[src/rtl/mac_add.sv]
// Two-stage pipelined dual-product multiply-add: {a*b + c*d} on unsigned DW-bit operands.
// Define MAC_ADD_SAT_EN to saturate m_data to all-ones on overflow instead of wrapping.
module mac_add #(
    parameter int DW = 8
) (
    input  logic            clk,
    input  logic            rst_n,
    input  logic            in_valid,
    input  logic [DW-1:0]   a_data,
    input  logic [DW-1:0]   b_data,
    input  logic [DW-1:0]   c_data,
    input  logic [DW-1:0]   d_data,
    output logic [DW-1:0]   m_data,
    output logic [2*DW:0]   m_full,
    output logic            m_ovf,
    output logic            out_valid
);

    logic [2*DW-1:0] p_ab_q, p_ab_d;
    logic [2*DW-1:0] p_cd_q, p_cd_d;
    logic            v1_q;
    logic [2*DW:0]   sum;
    logic            sum_ovf;
    logic [DW-1:0]   m_data_q, m_data_d;
    logic [2*DW:0]   m_full_q, m_full_d;
    logic            m_ovf_q, m_ovf_d;
    logic            out_valid_q;

    // Stage 1: products are widened before multiplying so nothing is lost.
    always_comb begin
        p_ab_d = p_ab_q;
        p_cd_d = p_cd_q;
        if (in_valid) begin
            p_ab_d = (2*DW)'(a_data) * (2*DW)'(b_data);
            p_cd_d = (2*DW)'(c_data) * (2*DW)'(d_data);
        end
    end

    // Stage 2: one extra bit holds the carry of the final add.
    always_comb begin
        sum      = {1'b0, p_ab_q} + {1'b0, p_cd_q};
        sum_ovf  = |sum[2*DW:DW];
        m_full_d = m_full_q;
        m_ovf_d  = m_ovf_q;
        m_data_d = m_data_q;
        if (v1_q) begin
            m_full_d = sum;
            m_ovf_d  = sum_ovf;
`ifdef MAC_ADD_SAT_EN
            m_data_d = sum_ovf ? {DW{1'b1}} : sum[DW-1:0];
`else
            m_data_d = sum[DW-1:0];
`endif
        end
    end

    // NOTE: all state uses non-blocking assignments and a synchronous reset;
    // hold behaviour lives in the _d logic so every register has a single writer.
    always_ff @(posedge clk) begin
        if (!rst_n) begin
            p_ab_q      <= '0;
            p_cd_q      <= '0;
            v1_q        <= 1'b0;
            m_data_q    <= '0;
            m_full_q    <= '0;
            m_ovf_q     <= 1'b0;
            out_valid_q <= 1'b0;
        end else begin
            p_ab_q      <= p_ab_d;
            p_cd_q      <= p_cd_d;
            v1_q        <= in_valid;
            m_data_q    <= m_data_d;
            m_full_q    <= m_full_d;
            m_ovf_q     <= m_ovf_d;
            out_valid_q <= v1_q;
        end
    end

    assign m_data    = m_data_q;
    assign m_full    = m_full_q;
    assign m_ovf     = m_ovf_q;
    assign out_valid = out_valid_q;

endmodule

[config.mk]
export PLATFORM = sky130hd
export DESIGN_NAME = mac_add
export DESIGN_NICKNAME = d
export VERILOG_FILES = /design/src/rtl/mac_add.sv
export SDC_FILE = /design/constraint.sdc
export NUM_CORES = 1
export LEC_CHECK = 0
export CAP_MARGIN = 40
export CORE_AREA = 2 2 120 122
export CTS_CLUSTER_DIAMETER = 100
export DETAILED_ROUTE_END_ITERATION = 8
export DIE_AREA = 0 0 122 124
export PLACE_DENSITY = 0.71
export SYNTH_ARGS = -nofsm -noshare
export SYNTH_HDL_FRONTEND = slang
export SYNTH_SLANG_ARGS = --single-unit
export TNS_END_PERCENT = 20
[constraint.sdc]
create_clock -name clk -period 4.75 [get_ports clk]
set_clock_uncertainty 0.1 [all_clocks]
set_input_delay 0.7125 -clock clk [delete_from_list [all_inputs] [get_ports clk]]
set_output_delay 0.7125 -clock clk [all_outputs]
set_load 0.02 [all_outputs]
Yosys cells after proc, flatten, opt, wreduce, memory -nomap -nowiden --
Index checks and enable logic that the tools add are counted.
Cells by class: $add $sub $neg 1, multiply operators 2, reductions and logical operators 1
Operators with widths (count):
- $mul A8 B8 Y16 | 2
- $add A16 B16 Y17 | 1
- $reduce_or A9 Y1 | 1
Word-level totals: register bits 60, input bits 35, word-level logic and storage cells 11

Logic depth before layout (Yosys ltp) --
word-level depth 2, gate-level depth with buffers 17

Worst setup path after synthesis --
OpenSTA, ideal clock, no wires.
path type input -> register, from in d_data[2], to reg p_cd_q[13], setup time 117 ps, data arrival time 4452 ps, data required time 4533 ps, path slack 81 ps, stages 14, path buffers 0, path through and2_1 -> fa_1 -> inv_1 -> fa_1 -> fa_1 -> fa_1 -> inv_1 -> ha_1 -> or2_2 -> a21oi_1 -> a21oi_4 -> a21o_1 -> a211o_1 -> a32o_1
On the way: word-level cells in the longest chain between the ends 1
RTL lines:
- from (decl) | line 12 | input logic [DW-1:0] d_data,
- $mul A8 B8 Y16 | line 35 | p_cd_d = (2*DW)'(c_data) * (2*DW)'(d_data);
- to (signal assigned) | line 70 | p_cd_q <= p_cd_d;
- to (decl) | line 20 | logic [2*DW-1:0] p_cd_q, p_cd_d;
No other way between the ends. A chain may end at the register's enable or synchronous reset.

Worst setup path after layout --
from in c_data[6], to reg p_cd_q[13]
On the way: word-level cells in the longest chain between the ends 1
RTL lines:
- from (decl) | line 11 | input logic [DW-1:0] c_data,
- $mul A8 B8 Y16 | line 35
No other way between the ends.

==> impl_metrics.py <==
metrics = {
    "run_status": {
        "outcome": "completed",
    },
    "synthesis": {
        "synth_fa_ha_area_share_pct": 37.76,
        "postSynthCellCount": 764,
        "syn_avg_cell_area_um2": 8.883,
        "synthTopCellsByArea": "fa_1 (22%), ha_1 (16%), dfxtp_1 (15%), and2_1 (8.5%), inv_1 (6.4%)",
        "synth_fp_nets": 960,
        "synth_top_family_by_area": "adder cells",
        "synth-seq-cells": 52,
        "yosys_warnings": 0,
        "muxShareOfSynthArea_pct": 3.982,
        "async_flop_share_pct": 0,
        "synth_compound_area_share_pct": 10.38,
        "syn_area_um2": 6787,
        "synth_area_leader_cell": "fa_1",
        "synth_ff_type": "dfxtp_1",
        "synth-simple-area-share_pct": 21.15,
        "synth_top_area_share_pct": 21.53,
        "ys_types": 54,
        "synth-seq-area-share_pct": 15.34,
        "synth-xor-area-share_pct": 3.355,
        "synth_edf_count": 0,
    },
    "timing": {
        "period_share_pct": 97.37,
        "setup_viol": 0,
        "rsz0062_at_grt": "true",
        "setup_ws_ns": 0.1249,
        "maxSlewHeadroom_pct": 64.18,
        "setup_tns_ns": 0,
        "timing.hold.ws_ns": 0.3913,
        "max_freq_ghz": 0.2162,
        "worst_pin_slew_ns": 0.5368,
        "fin_crit_ns": 4.625,
        "finalHoldViolCount": 0,
        "slew_viol_final": 0,
    },
    "global_routing": {
        "antenna_found_initial": 0,
        "grt_remaining_overflow": 0,
        "grt_pass1_vias": 5383,
        "grt_pass1_wl_um": 24510,
        "grt_usage_pct": 19.86,
        "grt_max_degree": 48,
    },
    "floorplan": {
        "core_um2": 13720,
        "num_rows": 43,
        "die-height_um": 124,
        "die_area_um2": 15130,
        "die_w_um": 122,
        "io_pins": 62,
        "initial_utilization_pct": 49.47,
    },
    "finish": {
        "utilization_pct": 61.00,
        "multiInputGateArea_um2": 5348,
        "final_cell_count_no_fill": 1070,
        "regArea_um2": 1041,
        "layout_common_cells": "inv_1 (116), and2_1 (89), ha_1 (84), buf_4 (75), fa_1 (69)",
        "drive_gt1_share_pct": 15.62,
        "fin_nets": 1085,
        "diodes": 0,
        "syn_to_final_growth_pct": 23.32,
        "nFillCells": 1191,
        "final_common_cell": "inv_1",
    },
    "worst_setup_path": {
        "timing.rr.end": "m_ovf",
        "cpPeakStageDelay_ns": 0.52,
        "reg2reg_from": "p_ab_q[0]",
        "cp_slowest_cell": "fa_1",
        "crit_path_end": "p_cd_q[13]",
        "r2r_setup_slack_ns": 2.00,
        "required_ns": 4.83,
        "start_kind": "input pin",
        "worstRegToRegCells": 11,
        "critPathKind": "in2reg",
        "cp.arrival_ns": 4.71,
        "critPathLaunch": "c_data[6]",
        "worstPathMaxFanout": 4,
        "path_common_cell": "fa_1",
        "cp_cell_sequence": "dlygate4sd2_1, and2_4, fa_1, inv_1, fa_1, fa_1, fa_1, inv_1, ha_1, or2_2, a21oi_2, a21oi_4, a21o_1, a211o_1, a32o_1",
        "worstSetupEndpointType": "flip-flop",
    },
    "placement": {
        "dp_worst_setup_slack_ns": -0.5623,
        "hpwlAfterDp_um": 12330,
        "placed_cells": 1058,
        "gp_congestion": 0.8903,
        "io_buffers": 61,
    },
    "cts": {
        "htreeDepth": 2,
        "cts_tree": "yes",
        "clk_latency_ns": 0.29,
        "cts-root-buf": "clkbuf_16",
        "max-clock-path-buffers": 2,
        "cts_hold_buf": 0,
        "clkTransAtPathRegs_ns": 0.06,
        "numCtsBuffers": 5,
        "cts_num_sinks": 52,
    },
    "route": {
        "route.detailed.drc": 0,
        "wirelength_um": 14840,
        "viasPerCell": 5.038,
        "drtAntennaViolNets": 0,
        "dr.pass1.iters": 4,
        "routedWlPerCell_um": 13.87,
        "via_count": 5391,
        "first_iter_violations": 228,
    },
    "power_and_ir_drop": {
        "pwr-share-comb_pct": 70.2,
        "clkPwrFrac_pct": 11.3,
        "seq_power_share_pct": 18.4,
        "swShare_pct": 42.63,
        "switchingPower_mw": 1.360,
        "peakVddDrop_mv": 0.1985,
        "powerDensity_nw_per_um2": 381.2,
        "cell_internal_pwr_mw": 1.830,
        "power.leakage_nw": 4.233,
    },
    "min_path": {
        "hold_path_class": "reg2reg",
        "whs_path_depth": 2,
    },
    "run": {
        "drv_cap": 0,
    },
}
[state kept, by name, summed over array words and instances, names as in the netlist]
register and count:
v1_q 1, out_valid 1, p_cd_q 16, m_full 10
m_data 7, m_ovf 1, p_ab_q 16
[timing repair]
item,CTS,global route
resized for setup,24,59
setup buffers,0,4
pin swaps,7,22
setup endpoints to repair,11,11
gates cloned,0,0
[synth_stat cells (3+ instances only)]
cell type and instances:
ha_1 88, nand3_1 16, inv_1 116, clkbuf_1 10, o211ai_1 3, a21boi_0 5, nand4_1 4, and3_1 3
o21ai_1 4, a21boi_2 3, mux2i_1 27, or2_2 3, and2_1 92, nor2b_1 36, xor2_1 9, xnor2_1 17
buf_4 8, o211a_1 4, nor3_1 15, o21ai_0 14, fa_1 73, or3_1 4, a21o_1 12, dfxtp_1 52
nor2_1 18, a21oi_1 24, nand2_1 64, a31oi_1 6
[routing by layer]
metal | vias up | track usage (%) | wire length (um)
met5 | - | 0 | 0
met4 | 0 | 3.161 | 137
met3 | 12 | 2.152 | 412
met2 | 84 | 36.45 | 7525
met1 | 2578 | 25.65 | 6765
li1 | 2717 | - | -
[cell type report]
| class | count | share of cell area [%] |
|---|---|---|
| sequential | 52 | 12.44 |
| tap | 180 | 2.691 |
| inverter | 116 | 5.203 |
| timing repair buffer | 139 | 13.99 |
| multi-input combinational | 575 | 63.90 |
| clock inverter | 2 | 0.1196 |
| clock buffer | 6 | 1.659 |
[how the worst min path moves through the flow]
stage               slack, ns    endpoint  startpoint
finish                   0.39   p_cd_q[0]   p_cd_q[0]
global route             0.41  p_ab_q[11]  p_ab_q[11]
CTS                      0.40   p_cd_q[0]   p_cd_q[0]
detailed placement       0.39  p_cd_q[13]  p_cd_q[13]
global placement         0.37   p_cd_q[0]   p_cd_q[0]
floorplan                0.35  p_cd_q[13]  p_cd_q[13]
[through the flow]
stage	area [um2]	total power [mW]
floorplan	6787	2.002
global placement	8060	2.623
detailed placement	8075	2.696
CTS	8227	3.092
global route	8369	3.490
finish	8369	3.190
[power groups by stage]
| stage | Clock, mW | Combinational, mW | Sequential, mW |
|---|---|---|---|
| 3_3_place_gp | 0 | 2.03 | 0.595 |
| 4_1_cts | 0.366 | 2.14 | 0.588 |
| 5_1_grt | 0.386 | 2.51 | 0.598 |
| 2_1_floorplan | 0 | 1.40 | 0.601 |
| 3_5_place_dp | 0 | 2.10 | 0.596 |
| 6_report | 0.362 | 2.24 | 0.588 |
[cell families (layout without fill, tap and decap cells)]
| group | count (synthesis) | count (layout) |
|---|---|---|
| buf+inv | 137 | 263 |
| flops | 52 | 52 |
| xor+xnor | 26 | 26 |
| compound gates | 97 | 97 |
| mux | 27 | 27 |
| simple gates | 264 | 264 |
| fa+ha+maj | 161 | 161 |
[worst max-delay path, delay by kind of cell]
family,cells,cell delay [ns]
adder cells (fa/ha/maj),5,2.22
AO/OA/AOI/OAI,5,0.94
AND/OR/NAND/NOR,2,0.46
buffers and inverters,3,0.37
Power figures use the tool's default switching activity.
